## src/rtl/posit_scale_unit_if.sv

```systemverilog
// Valid/ready bundle between the posit operand decoders, the scale unit and the fraction stages.
interface posit_scale_unit_if #(
  parameter int ES      = 3,
  parameter int K_BITS  = 6,
  parameter int SCALE_W = K_BITS + ES + 2
);
  logic               in_valid;
  logic               in_ready;
  logic               op;
  logic [K_BITS-1:0]  k_a;
  logic [K_BITS-1:0]  k_b;
  logic [ES-1:0]      exp_a;
  logic [ES-1:0]      exp_b;
  logic               sign_a;
  logic               sign_b;
  logic               zero_a;
  logic               zero_b;
  logic               nar_a;
  logic               nar_b;
  logic [1:0]         norm_adj;
  logic               out_valid;
  logic               out_ready;
  logic [SCALE_W-1:0] scale_out;
  logic [K_BITS-1:0]  k_out;
  logic [ES-1:0]      exp_out;
  logic               sign_out;
  logic               nar_out;
  logic               zero_out;
  logic               ovf_out;
  logic               unf_out;

  modport master (
    output in_valid, op, k_a, k_b, exp_a, exp_b, sign_a, sign_b,
           zero_a, zero_b, nar_a, nar_b, norm_adj, out_ready,
    input  in_ready, out_valid, scale_out, k_out, exp_out, sign_out,
           nar_out, zero_out, ovf_out, unf_out
  );

  modport slave (
    input  in_valid, op, k_a, k_b, exp_a, exp_b, sign_a, sign_b,
           zero_a, zero_b, nar_a, nar_b, norm_adj, out_ready,
    output in_ready, out_valid, scale_out, k_out, exp_out, sign_out,
           nar_out, zero_out, ovf_out, unf_out
  );
endinterface

```

## src/rtl/posit_scale_unit.sv

```systemverilog
// Two-stage scale datapath for posit multiply/divide: merge regime/exponent, add or subtract,
// saturate to the representable scale range, and split back into regime/exponent.
module posit_scale_unit #(
  parameter int ES      = 3,
  parameter int K_BITS  = 6,
  parameter int K_MAX   = 29,
  parameter int K_MIN   = -30,
  parameter int SCALE_W = K_BITS + ES + 2
) (
  input  logic              clk,
  input  logic              rst_n,
  posit_scale_unit_if.slave bus
);

  localparam logic signed [SCALE_W-1:0] SCALE_MAX = SCALE_W'(K_MAX * (2 ** ES) + (2 ** ES) - 1);
  localparam logic signed [SCALE_W-1:0] SCALE_MIN = SCALE_W'(K_MIN * (2 ** ES));

  function automatic logic signed [SCALE_W-1:0] merge_scale(input logic [K_BITS-1:0] k,
                                                            input logic [ES-1:0]     e);
    logic signed [SCALE_W-1:0] k_ext;
    logic signed [SCALE_W-1:0] e_ext;
    k_ext = {{(SCALE_W-K_BITS){k[K_BITS-1]}}, k};
    e_ext = {{(SCALE_W-ES){1'b0}}, e};
    return (k_ext <<< ES) + e_ext;
  endfunction

  logic                      v1_r;
  logic signed [SCALE_W-1:0] sum1_r;
  logic                      sign1_r;
  logic                      nar1_r;
  logic                      zero1_r;

  logic                      v2_r;
  logic [SCALE_W-1:0]        scale_out_r;
  logic [K_BITS-1:0]         k_out_r;
  logic [ES-1:0]             exp_out_r;
  logic                      sign_out_r;
  logic                      nar_out_r;
  logic                      zero_out_r;
  logic                      ovf_out_r;
  logic                      unf_out_r;

  logic                      adv1_s;
  logic                      adv2_s;
  logic signed [SCALE_W-1:0] s_a_s;
  logic signed [SCALE_W-1:0] s_b_s;
  logic signed [SCALE_W-1:0] adj_s;
  logic signed [SCALE_W-1:0] sum_s;
  logic                      nar_in_s;
  logic                      zero_in_s;
  logic signed [SCALE_W-1:0] sat_s;
  logic                      ovf_s;
  logic                      unf_s;
  logic                      special_s;

  assign adv2_s = !v2_r || bus.out_ready;
  assign adv1_s = !v1_r || adv2_s;

  // Stage-1 arithmetic: operand scales and their sum or difference with the normalisation nudge.
  always_comb begin
    s_a_s = merge_scale(bus.k_a, bus.exp_a);
    s_b_s = merge_scale(bus.k_b, bus.exp_b);
    adj_s = {{(SCALE_W-2){bus.norm_adj[1]}}, bus.norm_adj};
    if (bus.op) begin
      sum_s = s_a_s - s_b_s + adj_s;
    end else begin
      sum_s = s_a_s + s_b_s + adj_s;
    end
    nar_in_s  = bus.nar_a | bus.nar_b | (bus.op & bus.zero_b);
    zero_in_s = !nar_in_s & (bus.zero_a | (!bus.op & bus.zero_b));
  end

  // Stage-2 saturation: clamp into the posit scale range instead of wrapping.
  always_comb begin
    sat_s     = sum1_r;
    ovf_s     = 1'b0;
    unf_s     = 1'b0;
    special_s = nar1_r | zero1_r;
    if (sum1_r > SCALE_MAX) begin
      sat_s = SCALE_MAX;
      ovf_s = 1'b1;
    end else if (sum1_r < SCALE_MIN) begin
      sat_s = SCALE_MIN;
      unf_s = 1'b1;
    end else begin
      sat_s = sum1_r;
    end
  end

  // Stage 1 register: captures operands only on accept, holds while stage 2 is stalled.
  always_ff @(posedge clk or negedge rst_n) begin
    if (!rst_n) begin
      v1_r    <= 1'b0;
      sum1_r  <= '0;
      sign1_r <= 1'b0;
      nar1_r  <= 1'b0;
      zero1_r <= 1'b0;
    end else if (adv1_s) begin
      v1_r <= bus.in_valid;
      if (bus.in_valid) begin
        sum1_r  <= sum_s;
        sign1_r <= bus.sign_a ^ bus.sign_b;
        nar1_r  <= nar_in_s;
        zero1_r <= zero_in_s;
      end
    end
  end

  // Stage 2 register: output holding stage; special results force the numeric fields to zero.
  always_ff @(posedge clk or negedge rst_n) begin
    if (!rst_n) begin
      v2_r        <= 1'b0;
      scale_out_r <= '0;
      k_out_r     <= '0;
      exp_out_r   <= '0;
      sign_out_r  <= 1'b0;
      nar_out_r   <= 1'b0;
      zero_out_r  <= 1'b0;
      ovf_out_r   <= 1'b0;
      unf_out_r   <= 1'b0;
    end else if (adv2_s) begin
      v2_r <= v1_r;
      if (v1_r) begin
        nar_out_r  <= nar1_r;
        zero_out_r <= zero1_r;
        if (special_s) begin
          scale_out_r <= '0;
          k_out_r     <= '0;
          exp_out_r   <= '0;
          sign_out_r  <= 1'b0;
          ovf_out_r   <= 1'b0;
          unf_out_r   <= 1'b0;
        end else begin
          // Arithmetic shift floors negative scales, so -1 becomes k=-1 with a full exponent.
          scale_out_r <= sat_s;
          k_out_r     <= K_BITS'(sat_s >>> ES);
          exp_out_r   <= sat_s[ES-1:0];
          sign_out_r  <= sign1_r;
          ovf_out_r   <= ovf_s;
          unf_out_r   <= unf_s;
        end
      end
    end
  end

  assign bus.in_ready  = adv1_s;
  assign bus.out_valid = v2_r;
  assign bus.scale_out = scale_out_r;
  assign bus.k_out     = k_out_r;
  assign bus.exp_out   = exp_out_r;
  assign bus.sign_out  = sign_out_r;
  assign bus.nar_out   = nar_out_r;
  assign bus.zero_out  = zero_out_r;
  assign bus.ovf_out   = ovf_out_r;
  assign bus.unf_out   = unf_out_r;

endmodule

```

## src/flat_wrapper.sv

```systemverilog
// flat-port wrapper written by rule: the top's interface ports become plain ports
module posit_scale_unit_flat 
#(
  parameter int ES      = 3,
  parameter int K_BITS  = 6,
  parameter int K_MAX   = 29,
  parameter int K_MIN   = -30,
  parameter int SCALE_W = K_BITS + ES + 2
)
  (clk, rst_n, bus_in_valid, bus_op, bus_k_a, bus_k_b, bus_exp_a, bus_exp_b, bus_sign_a, bus_sign_b, bus_zero_a, bus_zero_b, bus_nar_a, bus_nar_b, bus_norm_adj, bus_out_ready, bus_in_ready, bus_out_valid, bus_scale_out, bus_k_out, bus_exp_out, bus_sign_out, bus_nar_out, bus_zero_out, bus_ovf_out, bus_unf_out);
  posit_scale_unit_if #(.ES(ES), .K_BITS(K_BITS), .SCALE_W(SCALE_W)) bus_i ();
  input  logic clk;
  input  logic rst_n;
  input wire logic [$bits(bus_i.in_valid)-1:0] bus_in_valid;
  input wire logic [$bits(bus_i.op)-1:0] bus_op;
  input wire logic [$bits(bus_i.k_a)-1:0] bus_k_a;
  input wire logic [$bits(bus_i.k_b)-1:0] bus_k_b;
  input wire logic [$bits(bus_i.exp_a)-1:0] bus_exp_a;
  input wire logic [$bits(bus_i.exp_b)-1:0] bus_exp_b;
  input wire logic [$bits(bus_i.sign_a)-1:0] bus_sign_a;
  input wire logic [$bits(bus_i.sign_b)-1:0] bus_sign_b;
  input wire logic [$bits(bus_i.zero_a)-1:0] bus_zero_a;
  input wire logic [$bits(bus_i.zero_b)-1:0] bus_zero_b;
  input wire logic [$bits(bus_i.nar_a)-1:0] bus_nar_a;
  input wire logic [$bits(bus_i.nar_b)-1:0] bus_nar_b;
  input wire logic [$bits(bus_i.norm_adj)-1:0] bus_norm_adj;
  input wire logic [$bits(bus_i.out_ready)-1:0] bus_out_ready;
  output wire logic [$bits(bus_i.in_ready)-1:0] bus_in_ready;
  output wire logic [$bits(bus_i.out_valid)-1:0] bus_out_valid;
  output wire logic [$bits(bus_i.scale_out)-1:0] bus_scale_out;
  output wire logic [$bits(bus_i.k_out)-1:0] bus_k_out;
  output wire logic [$bits(bus_i.exp_out)-1:0] bus_exp_out;
  output wire logic [$bits(bus_i.sign_out)-1:0] bus_sign_out;
  output wire logic [$bits(bus_i.nar_out)-1:0] bus_nar_out;
  output wire logic [$bits(bus_i.zero_out)-1:0] bus_zero_out;
  output wire logic [$bits(bus_i.ovf_out)-1:0] bus_ovf_out;
  output wire logic [$bits(bus_i.unf_out)-1:0] bus_unf_out;
  assign bus_i.in_valid = bus_in_valid;
  assign bus_i.op = bus_op;
  assign bus_i.k_a = bus_k_a;
  assign bus_i.k_b = bus_k_b;
  assign bus_i.exp_a = bus_exp_a;
  assign bus_i.exp_b = bus_exp_b;
  assign bus_i.sign_a = bus_sign_a;
  assign bus_i.sign_b = bus_sign_b;
  assign bus_i.zero_a = bus_zero_a;
  assign bus_i.zero_b = bus_zero_b;
  assign bus_i.nar_a = bus_nar_a;
  assign bus_i.nar_b = bus_nar_b;
  assign bus_i.norm_adj = bus_norm_adj;
  assign bus_i.out_ready = bus_out_ready;
  assign bus_in_ready = bus_i.in_ready;
  assign bus_out_valid = bus_i.out_valid;
  assign bus_scale_out = bus_i.scale_out;
  assign bus_k_out = bus_i.k_out;
  assign bus_exp_out = bus_i.exp_out;
  assign bus_sign_out = bus_i.sign_out;
  assign bus_nar_out = bus_i.nar_out;
  assign bus_zero_out = bus_i.zero_out;
  assign bus_ovf_out = bus_i.ovf_out;
  assign bus_unf_out = bus_i.unf_out;
  posit_scale_unit #(.ES(ES), .K_BITS(K_BITS), .K_MAX(K_MAX), .K_MIN(K_MIN), .SCALE_W(SCALE_W)) u_core (.clk(clk), .rst_n(rst_n), .bus(bus_i));
endmodule
```

## config.mk

```make
export PLATFORM = sky130hd
export DESIGN_NAME = posit_scale_unit_flat
export DESIGN_NICKNAME = d
export VERILOG_FILES = /design/src/rtl/posit_scale_unit_if.sv /design/src/rtl/posit_scale_unit.sv /design/src/flat_wrapper.sv
export SDC_FILE = /design/constraint.sdc
export NUM_CORES = 1
export LEC_CHECK = 0
export CAP_MARGIN = 20
export CORE_ASPECT_RATIO = 1.1
export CORE_MARGIN = 10
export CORE_UTILIZATION = 25
export DETAILED_ROUTE_END_ITERATION = 7
export SLEW_MARGIN = 20
export SYNTH_ARGS = -nofsm -noshare
export SYNTH_HDL_FRONTEND = slang
export SYNTH_SLANG_ARGS = --single-unit
```

## constraint.sdc

```tcl
create_clock -name clk -period 1.9 [get_ports clk]
set_input_delay 0.19 -clock clk [delete_from_list [all_inputs] [get_ports clk]]
set_output_delay 0.19 -clock clk [all_outputs]
set_load 0.1 [all_outputs]
```

==> impl_metrics.py <==
metrics = {
    "placed_design": {
        "port_buffers": 57,
        "dp_hpwl_mm": 6.21,
        "place_congestion": 0.834,
    },
    "worst_setup_path": {
        "max_stage_delay_ns": 0.57,
        "end_kind": "flop",
        "critPathKind": "input pin to flop",
        "cp_slowest_cell": "fa_2",
        "cp-start-kind": "input pin",
        "path_cells": "buf_8, clkinvlp_4, fa_2, inv_2, ha_4, fa_2, a211oi_4, nor3_2, nor3_2, xnor2_1, a221o_1",
        "crit_required_ns": 2.06,
        "arrival_ns": 2.50,
        "worst-path-max-fanout": 4,
    },
    "global_route": {
        "first_global_vias": 2763,
        "grt_start_max_net_pins": 33,
        "grt-ovfl-total": 0,
        "grt_pass1_wl_mm": 12.9,
        "antenna_found_initial": 0,
        "grt_use_total": 0.0944,
    },
    "yosys": {
        "netlist.area_leader.share": 0.284,
        "netlist_instances": 313,
        "synthArstFlopShare": 1.00,
        "syn_area_um2": 2820,
        "synth_flop_cell": "dfrtp_1",
        "ys_ff_latch": 32,
        "yosys.area.top_type": "dfrtp_1",
        "syn-mean-instance-area_um2": 9.00,
        "seq_area_frac_synth": 0.284,
        "synth_area_leaders": "dfrtp_1 (28%), fa_1 (14%), ha_1 (9.3%)",
        "synth_fp_nets": 384,
        "synth_edf_count": 0,
        "synthMostInstantiatedCell": "inv_1",
        "synth_commonest_cells": "inv_1 (51), dfrtp_1 (32), nand2_1 (30), ha_1 (21), o21ai_0 (21)",
        "synth_cell_types": 54,
        "yosysWarnings": 0,
    },
    "final_layout": {
        "num_antenna_cells": 0,
        "drive_above_1_share": 0.460,
        "fill_cells": 1067,
        "area_delta_synth_final_pct": 65.4,
        "layout.nets": 518,
    },
    "die": {
        "initial_core_util": 0.257,
        "die-height_um": 131,
        "dieArea_um2": 15900,
        "dieWidth_um": 121,
        "coreArea_um2": 11000,
        "io_pins": 58,
        "row_count": 40,
    },
    "drt": {
        "wl_mm": 7.68,
        "viasPerCell": 4.41,
        "drtPass1Iterations": 5,
        "dr_total_vias": 2622,
        "route.detailed.drc": 0,
        "drtIter0Drc": 103,
        "detail_route.wl_per_cell_um": 12.9,
        "detail-route-antenna-nets": 0,
    },
    "clock_tree": {
        "clock_latency_ns": 0.28,
        "hold_buffers": 0,
        "root_buffer": "clkbuf_16",
        "cts_tree": "built",
        "h-tree-depth": 2,
        "clock_sinks": 32,
        "clk_pin_slew_ns": 0.05,
        "clockBufferDepth": 2,
        "cts_made_buffers": 5,
    },
    "power_and_ir_drop": {
        "ir_drop_mv": 0.630,
        "power_mw": 4.68,
        "powerDensity_nw_per_um2": 1000,
        "p_leak_nw": 2.23,
    },
    "sta": {
        "setup_viol": 8,
        "finalHoldViolCount": 0,
        "fin_crit_sh": 1.23,
        "fin_crit_ns": 2.33,
        "hold_ws_ns": 0.320,
        "worst_pin_slew_ns": 0.410,
        "slew_headroom": 0.727,
        "fin_ws_ns": -0.434,
        "grt_setup_unrepaired": "true",
        "finClkSkew_ns": 0.00513,
        "fmax_ghz": 0.428,
        "maxSlewViolCount": 0,
    },
    "run": {
        "maxCapViolCount": 0,
    },
    "outcome": {
        "status": "finished with violations",
        "violations": "setup timing",
    },
    "min_path": {
        "hp-class": "input pin to async pin",
    },
}
## registers in the layout, summed over array words and instances (netlist names)
register              cells
u_core.bus.out_valid      1
u_core.bus.k_out          5
u_core.bus.exp_out        2
u_core.bus.ovf_out        1
u_core.sum1_r            11
u_core.zero1_r            1
u_core.nar1_r             1
u_core.bus.zero_out       1
u_core.sign1_r            1
u_core.bus.scale_out      4
u_core.bus.nar_out        1
u_core.bus.unf_out        1
u_core.bus.sign_out       1
u_core.v1_r               1
## cells by family (layout without fill, tap and decap cells)
logic type               count (synthesis)  after routing  synth area share
adder cells (fa/ha/maj)                 40             40             0.228
multiplexers                             4              4            0.0151
AO/OA/AOI/OAI                           77             77             0.194
XOR/XNOR                                11             11            0.0342
flip-flops                              32             32             0.284
AND/OR/NAND/NOR                         83             83             0.141
buffers and inverters                   66            201             0.103
## worst max-delay path, delay by kind of cell
kind                     cells  cell delay (ns)
AO/OA/AOI/OAI                2             0.56
XOR/XNOR                     1             0.09
adder cells (fa/ha/maj)      3             1.13
AND/OR/NAND/NOR              2             0.27
buffers and inverters        3             0.25
## worst paths after layout
path,end,cells after the start,slack [ns],startpoint
worst max-delay path,u_core.sum1_r[9],11,-0.43,bus_norm_adj[1]
worst min-delay path,u_core.bus.exp_out[0],2,0.32,rst_n
worst max register to register,u_core.bus.k_out[0],7,0.12,u_core.sum1_r[7]
worst min register to register,u_core.bus.ovf_out,2,0.48,u_core.bus.ovf_out
max in group asynchronous,u_core.bus.out_valid,2,1.26,rst_n
min in group clk,u_core.bus.ovf_out,2,0.48,u_core.bus.ovf_out
## through the flow
step                      cells  utilization  area, um^2  setup WS (ns)  TNS (ns)
after floorplan             313            -        2950          -1.00     -8.00
after global placement      575        0.375        4110          -1.19     -9.81
after detailed placement    575        0.375        4110          -1.25    -10.30
after CTS                   588        0.413        4520         -0.517     -2.74
after global routing        595        0.425        4660         -0.524     -3.23
final                       595        0.425        4660         -0.434     -2.27
## power breakdown
part	switching, mW	internal (mW)	leakage [nW]
Clock	0.282	0.689	0.0901
Combinational	1.64	1.13	1.74
Sequential	0.106	0.827	0.403
## layout make-up
class                      count  area (um^2)  area share
sequential                    32          805       0.173
multi-input combinational    215         2100       0.451
clock buffer                   7          153      0.0328
clock inverter                 1         30.0     0.00644
tap                          147          184      0.0395
timing repair buffer         142         1190       0.255
inverter                      51          195      0.0419
## cell usage in the layout, fill, tap and decap left out, types with 6 or more instances in the layout
cell | synthesis | final
buf_4 | 9 | 107
dfrtp_1 | 32 | 31
nand2_1 | 30 | 30
inv_1 | 51 | 29
inv_2 | 0 | 21
nor2_1 | 19 | 18
ha_4 | 0 | 15
o21ai_0 | 21 | 11
clkdlybuf4s50_1 | 0 | 11
o21ai_1 | 0 | 10
fa_2 | 0 | 10
dlygate4sd2_1 | 0 | 10
a21oi_1 | 13 | 9
fa_1 | 19 | 9
xnor2_1 | 8 | 7
a21o_1 | 7 | 7
a22oi_1 | 9 | 7
nor3_1 | 8 | 6
dlymetal6s2s_1 | 0 | 6
## what timing repair did
item	4_1_cts	5_1_grt
gates resized for setup	59	33
buffers inserted	5	7
hold endpoints to repair	0	0
pin swaps	28	27
endpoints found under the setup margin	14	16
## per-layer routing
| metal | GRT usage | routed length (um) |
|---|---|---|
| met2 | 0.156 | 3690 |
| met3 | 0.0206 | 460 |
| met4 | 0.0371 | 150 |
| met1 | 0.116 | 3380 |
| met5 | 0 | 0 |
Note: power is estimated with default switching activity, not from simulation.
